--- src/rtl/ps2_frame_rx.sv ---
// PS/2 keyboard frame receiver: sync, clock glitch filter, start/8 data/parity/stop deserializer with watchdog.
// Optional odd-parity checking is enabled by defining PS2_PARITY_CHECK_EN.
module ps2_frame_rx #(
    parameter int FILTER_LEN  = 8,
    parameter int TIMEOUT_CYC = 7500
) (
    input  logic       clk,
    input  logic       rst_n,
    input  logic       ps2_clk,
    input  logic       ps2_data,
    output logic [7:0] rx_data,
    output logic       rx_valid,
    output logic       frame_err,
    output logic       busy
);
    localparam int FCW = $clog2(FILTER_LEN + 1);
    localparam int WDW = $clog2(TIMEOUT_CYC + 1);

    typedef enum logic [1:0] {IDLE, SHIFT, PARITY, STOP} state_t;

    state_t         state, state_n;
    logic           clk_s1, clk_s2, dat_s1, dat_s2;
    logic           clk_f, clk_f_d;
    logic [FCW-1:0] fcnt;
    logic [WDW-1:0] wd;
    logic [7:0]     shift_q;
    logic [2:0]     bit_cnt;
    logic           fall, timeout, parity_ok;
    logic           start_frame, shift_en, good, bad;

    // Pins idle high, so the synchronizers reset to 1 to avoid a spurious fall after reset.
    always_ff @(posedge clk or negedge rst_n) begin
        if (!rst_n) begin
            clk_s1 <= 1'b1;
            clk_s2 <= 1'b1;
            dat_s1 <= 1'b1;
            dat_s2 <= 1'b1;
        end else begin
            clk_s1 <= ps2_clk;
            clk_s2 <= clk_s1;
            dat_s1 <= ps2_data;
            dat_s2 <= dat_s1;
        end
    end

    always_ff @(posedge clk or negedge rst_n) begin
        if (!rst_n) begin
            clk_f   <= 1'b1;
            clk_f_d <= 1'b1;
            fcnt    <= '0;
        end else begin
            clk_f_d <= clk_f;
            if (clk_s2 == clk_f) begin
                fcnt <= '0;
            end else if (fcnt == FCW'(FILTER_LEN - 1)) begin
                clk_f <= clk_s2;
                fcnt  <= '0;
            end else begin
                fcnt <= fcnt + FCW'(1);
            end
        end
    end

    assign fall    = clk_f_d & ~clk_f;
    assign busy    = (state != IDLE);
    // A fall in the same cycle as the deadline wins, so timeout excludes it.
    assign timeout = busy && !fall && (wd == WDW'(TIMEOUT_CYC - 1));

`ifdef PS2_PARITY_CHECK_EN
    logic par_bit;
    always_ff @(posedge clk or negedge rst_n) begin
        if (!rst_n)                     par_bit <= 1'b0;
        else if (state == PARITY && fall) par_bit <= dat_s2;
    end
    assign parity_ok = ^{shift_q, par_bit};
`else
    assign parity_ok = 1'b1;
`endif

    always_ff @(posedge clk or negedge rst_n) begin
        if (!rst_n) state <= IDLE;
        else        state <= state_n;
    end

    always_comb begin
        state_n     = state;
        start_frame = 1'b0;
        shift_en    = 1'b0;
        good        = 1'b0;
        bad         = 1'b0;
        case (state)
            IDLE: if (fall) begin
                if (!dat_s2) begin
                    state_n     = SHIFT;
                    start_frame = 1'b1;
                end else begin
                    bad = 1'b1;
                end
            end
            SHIFT: if (fall) begin
                shift_en = 1'b1;
                if (bit_cnt == 3'd7) state_n = PARITY;
            end
            PARITY: if (fall) state_n = STOP;
            STOP: if (fall) begin
                state_n = IDLE;
                if (dat_s2 && parity_ok) good = 1'b1;
                else                     bad  = 1'b1;
            end
            default: state_n = IDLE;
        endcase
        if (timeout) begin
            state_n = IDLE;
            bad     = 1'b1;
        end
    end

    always_ff @(posedge clk or negedge rst_n) begin
        if (!rst_n) begin
            wd        <= '0;
            shift_q   <= '0;
            bit_cnt   <= '0;
            rx_data   <= '0;
            rx_valid  <= 1'b0;
            frame_err <= 1'b0;
        end else begin
            if (state == IDLE || fall) wd <= '0;
            else                       wd <= wd + WDW'(1);
            if (start_frame)   bit_cnt <= '0;
            else if (shift_en) bit_cnt <= bit_cnt + 3'd1;
            if (shift_en) shift_q <= {dat_s2, shift_q[7:1]};
            if (good) rx_data <= shift_q;
            rx_valid  <= good;
            frame_err <= bad;
        end
    end

endmodule

--- config.mk ---
export PLATFORM = sky130hd
export DESIGN_NAME = ps2_frame_rx
export DESIGN_NICKNAME = d
export VERILOG_FILES = /design/src/rtl/ps2_frame_rx.sv
export SDC_FILE = /design/constraint.sdc
export NUM_CORES = 1
export LEC_CHECK = 0
export BUFFER_PORTS_ARGS = -buffer_cell sky130_fd_sc_hd__buf_4
export CELL_PAD_IN_SITES_DETAIL_PLACEMENT = 1
export CELL_PAD_IN_SITES_GLOBAL_PLACEMENT = 1
export CORE_ASPECT_RATIO = 0.6
export CORE_UTILIZATION = 35
export CTS_BUF_LIST = sky130_fd_sc_hd__clkbuf_2
export DETAILED_ROUTE_END_ITERATION = 10
export PLACE_DENSITY = 0.62
export SLEW_MARGIN = 25
export SYNTH_ARGS = -nofsm -noshare
export SYNTH_HDL_FRONTEND = slang
export SYNTH_SLANG_ARGS = --single-unit
--- constraint.sdc ---
create_clock -name clk -period 3.47 [get_ports clk]
set_clock_uncertainty 0.2 [all_clocks]
set_input_delay 0.694 -clock clk [delete_from_list [all_inputs] [get_ports clk]]
set_output_delay 0.694 -clock clk [all_outputs]
set_load 0.01 [all_outputs]
Word-level counts from Yosys, hierarchy flattened:

Cells that the tools add are included.

* flip-flop bits (word level): 46
* input port bits: 4
* output and inout bits: 11

* $add $sub $neg: 3
* equality and inequality tests: 13
* multiplexer cells: 23
* bitwise logic cells: 3
* reduce and logical (&&, ||, !) cells: 9

Operators with widths (number)
* $ne A3 B3 Y1 const B: 6
* $mux W2: 7
* $add A13 B1 Y13 const B: 1
* $eq A13 B13 Y1 const B: 1
* $mux W13: 1
* $mux W1: 9
* $mux W4: 2
* $pmux W2 S4: 1
* $mux W3: 2
* $reduce_and A6 Y1: 1
* $add A4 B1 Y4 const B: 1
* $eq A2 B2 Y1 const B: 2
* $eq A4 B3 Y1 const B: 1
* $reduce_bool A2 Y1: 2
* $add A3 B1 Y3 const B: 1
* $eq A3 B3 Y1 const B: 1
* $eq A2 B1 Y1 const B: 1
* $logic_and A1 B1 Y1: 2
* $logic_not A2 Y1: 1
* $not A1 Y1: 2
* $pmux W1 S2: 1
* $reduce_and A2 Y1: 1
* $and A1 B1 Y1: 1
* $eq A1 B1 Y1: 1
* 2 further kinds: 2

Longest topological paths before layout:

* word-level depth: 7
* mapped depth: 7
* gate-level depth less buffers: 7

Least setup slack after synthesis:

Ideal clock, no wire load.

* kind: register to register
* from: register wd[0]
* to: register state[0]
* library setup time: 121 ps
* data arrival time: 1699 ps
* required time: 3149 ps
* path slack: 1450 ps
* stages on the path, launching flop included: 7
* period minus slack after synthesis: 2020 ps
* path through: dfrtp_1 > ha_1 > nand4_1 > or4_1 > nor3_2 > o21ai_1 > a22o_1

* word-level cells in the longest chain between the ends: 4
* elaborated cells on any way between the ends: 10

Ends and longest elaborated chain
* start: declaration: line 25 `logic [WDW-1:0] wd;`
* start signal: assignment: line 128 `else wd <= wd + WDW'(1);`
* $eq A13 B13 Y1 *: line 67 `assign timeout = busy && !fall && (wd == WDW'(TIMEOUT_CYC - 1));`
* $logic_and A1 B1 Y1 *: line 67
* $ne A3 B3 Y1 (no line)
* $reduce_and A6 Y1 (no line)
* end signal: assignment: line 82 `else state <= state_n;`
* end: declaration: line 21 `state_t state, state_n;`

Every way passes the cells marked *; elsewhere a longest branch is shown, timed or not.
A chain may end at the register's enable or synchronous reset.

Worst setup path in the final report:

* from: register state[0]
* to: output port busy

* word-level cells in the longest chain between the ends: 1

Ends and longest elaborated chain
* $reduce_bool A2 Y1: line 65 `assign busy = (state != IDLE);`
* end: declaration: line 14 `output logic busy`

Every way passes these cells.

==> reports/results.txt <==
Critical path's slowest cell - dfrtp_1
Synth Area per Inst - 12.31 um2
Cells after synthesis - 160
Clk slew on worst S/H paths - 0.22 ns
Die height - 60.11 um
Post-synthesis cell area - 1969 um2
Placed cell areas - 2150 um2
CP Max Fanout - 4
Largest incremental delay on the critical path - 0.47 ns
Slew headroom - 0.6178
Synth top cells by count - dfrtp_1, nor2_1, mux2_2, nand3_1, ha_1
Final instance area - 2215 um2
Gpl congestion - 0.7237
CTS resizes - 0
H-tree depth - 2
Total track usage - 0.1421
Switch share - 0.3286
Residual DRC - 0
TritonCTS clock tree - done
Reg-to-Reg End - state[0]$_DFFE_PN0P_
Final-report max-slew violation count - 0
Top post-synthesis cells by area - dfrtp_1, mux2_2, dfstp_2, ha_1, nor2_1
Largest net degree at the start of global routing - 47
Fmax - 0.4269 GHz
Number of diodes - 0
CP endpoint kind - output port
Switching Power - 0.4440 mW
Final worst path period need - 2.342 ns
Gate power share - 0.272
Drt wl/cell - 14.50 um
Final ANT Viol Nets - 0
Count leader, synth - dfrtp_1
Max Cap Viol - 0
Die Width - 98.84 um
Fin crit share - 0.6751
Setup-failing EPs final - 0
Grt total ovfl - 0
Most frequent CP cell - inv_1
Clock power share - 0.215
Class of the worst hold path - input pin to async pin
Post-synth EDFFs - 0
Die Area - 5941 um2
CP Data Arrival Time - 1.45 ns
Wirelength, routed - 3568 um
Clk buf depth - 2
Reg-to-reg startpoint - wd[0]$_DFF_PN0_
RSZ-0062 raised after global routing - false
Crit-path cells - inv_1 > ha_1 > inv_1 > buf_4
First-pass GRT wire length - 6341 um
Yosys reg bits - 46
Fin. Hold Viols - 0
Vias per cell - 4.919
R2r setup slk - 1.28 ns
Peak supply drop - 0.0002135 V
Top Ports - 15
Filler cells - 556
Num rows - 20
Share of layout cells above drive strength 1 - 0.2722
Via count - 1210
Core Area - 5230 um2
Post-CTS Setup Bufs - 0
Cell variety after synth - 29
Startpoint Class - flop
Status - finished clean
Initial Util - 0.3766
Clk sinks - 46
1st-iter DRT viols - 43
Setup TNS - 0 ns
Clk_lat worst skew - 0.39 ns
Worst path required time - 2.58 ns
PD cells - 610.2 nW/um2
Area Overhead vs Synth - 12.45%
Leading area contributor after synthesis - dfrtp_1
DR pass1 iterations - 4
Hold_buf cts - 0
Sequential area share after synthesis - 0.5883
TritonCTS Buffers - 5
Commonest register cell after synthesis - dfrtp_1
Syn_nets - 173
Register share of total power - 0.513
R2R depth - 6
Fin nets - 192
Slew @ Worst Pin - 0.5733 ns
WS Path Type - flop to output port
# port buffers - 14
Hpwl dp - 2631 um
Area share of the leading cell type in the synthesized netlist - 0.5083
Initial antenna violation count - 0
Vias in the first global route - 1349
Root Driver - clkbuf_2
Synth Warn # - 0
Int Pwr - 0.9074 mW
Post-synth ARST share - 1.000
Leakage power total - 1.085 nW
## power by group through the flow
stage	logic, mW	clock network (mW)	registers (mW)
after floorplan	0.273	0	0.682
after global placement	0.355	0	0.694
after detailed placement	0.373	0	0.704
after CTS	0.374	0.308	0.695
after global routing	0.424	0.320	0.708
final	0.367	0.291	0.693
## critical path: cells and delay by family (launching register included)
| family | cells | cell delay, ns |
|---|---|---|
| adders and majority gates | 1 | 0.22 |
| DFF | 1 | 0.47 |
| buffers and inverters | 3 | 0.36 |
## logic make-up (layout without fill, tap and decap cells)
| group | after synthesis | after routing | share of synthesized area |
|---|---|---|---|
| AO/OA/AOI/OAI | 9 | 9 | 0.03304 |
| multiplexers | 19 | 19 | 0.1080 |
| adder cells (fa/ha/maj) | 9 | 9 | 0.05718 |
| AND/OR/NAND/NOR | 57 | 57 | 0.1423 |
| XOR/XNOR | 13 | 13 | 0.05781 |
| buffers and inverters | 7 | 27 | 0.01334 |
| flip-flops | 46 | 46 | 0.5883 |
## through the flow
step           hold slack [ns]  instances  worst slack [ns]  power, mW    util
3_5_place_dp            0.1510        238             1.273      1.076  0.4110
3_3_place_gp            0.1456        238             1.343      1.049  0.4110
5_1_grt                0.05804        246             1.014      1.452  0.4234
6_report               0.06111        246             1.128      1.351  0.4234
4_1_cts                0.04046        246             1.063      1.376  0.4234
2_1_floorplan           0.1452        160             1.450     0.9554       -
## how the worst max path moves through the flow
| stage | to | from | cells after the start | slack [ns] |
|---|---|---|---|---|
| 2_1_floorplan | state[0]$_DFFE_PN0P_ | wd[0]$_DFF_PN0_ | 6 | 1.45 |
| 3_3_place_gp | state[0]$_DFFE_PN0P_ | wd[0]$_DFF_PN0_ | 6 | 1.34 |
| 3_5_place_dp | state[0]$_DFFE_PN0P_ | wd[0]$_DFF_PN0_ | 6 | 1.27 |
| 4_1_cts | busy | state[0]$_DFFE_PN0P_ | 4 | 1.06 |
| 5_1_grt | busy | state[0]$_DFFE_PN0P_ | 4 | 1.01 |
| 6_report | busy | state[0]$_DFFE_PN0P_ | 4 | 1.13 |
## per-layer routing
metal | vias to the layer above | routed length [um] | track usage
li1 | 583 | - | -
met1 | 612 | 1849 | 0.1871
met2 | 10 | 1598 | 0.2258
met3 | 5 | 81 | 0.03860
met4 | 0 | 39 | 0.05757
met5 | - | 0 | 0
## placed cells by master (no fill, tap or decap), types with 2 or more instances in the layout
cell type	instances
nor2_1	19
dfstp_2	6
buf_4	14
clkbuf_2	7
nand2b_1	3
nor3_1	4
nand2_1	8
a22o_1	3
inv_1	5
dfrtp_1	40
ha_1	9
o21ai_1	2
and3_1	3
nand3_1	10
xnor2_1	6
xor2_1	7
mux2_2	18
nor2b_1	3
nand4_1	2
## layout make-up
cell class                      instances  area [um2]  area share
Clock buffer                            7       35.03     0.01582
Clock inverter                          1       30.03     0.01356
Inverter                                5       18.77    0.008475
Multi-Input combinational cell        107       784.5      0.3542
Tap cell                               66       82.58     0.03729
Sequential cell                        46        1159      0.5232
Timing Repair Buffer                   14       105.1     0.04746
## registers in the layout, indices dropped and copies added, names as in the netlist
| signal | count |
|---|---|
| bit_cnt | 3 |
| state | 2 |
| dat_s1 | 1 |
| shift_q | 8 |
| clk_s1 | 1 |
| dat_s2 | 1 |
| wd | 13 |
| rx_valid | 1 |
| rx_data | 8 |
| clk_f_d | 1 |
| fcnt | 4 |
| clk_s2 | 1 |
| clk_f | 1 |
| frame_err | 1 |
(Power assumes the default switching activity.)
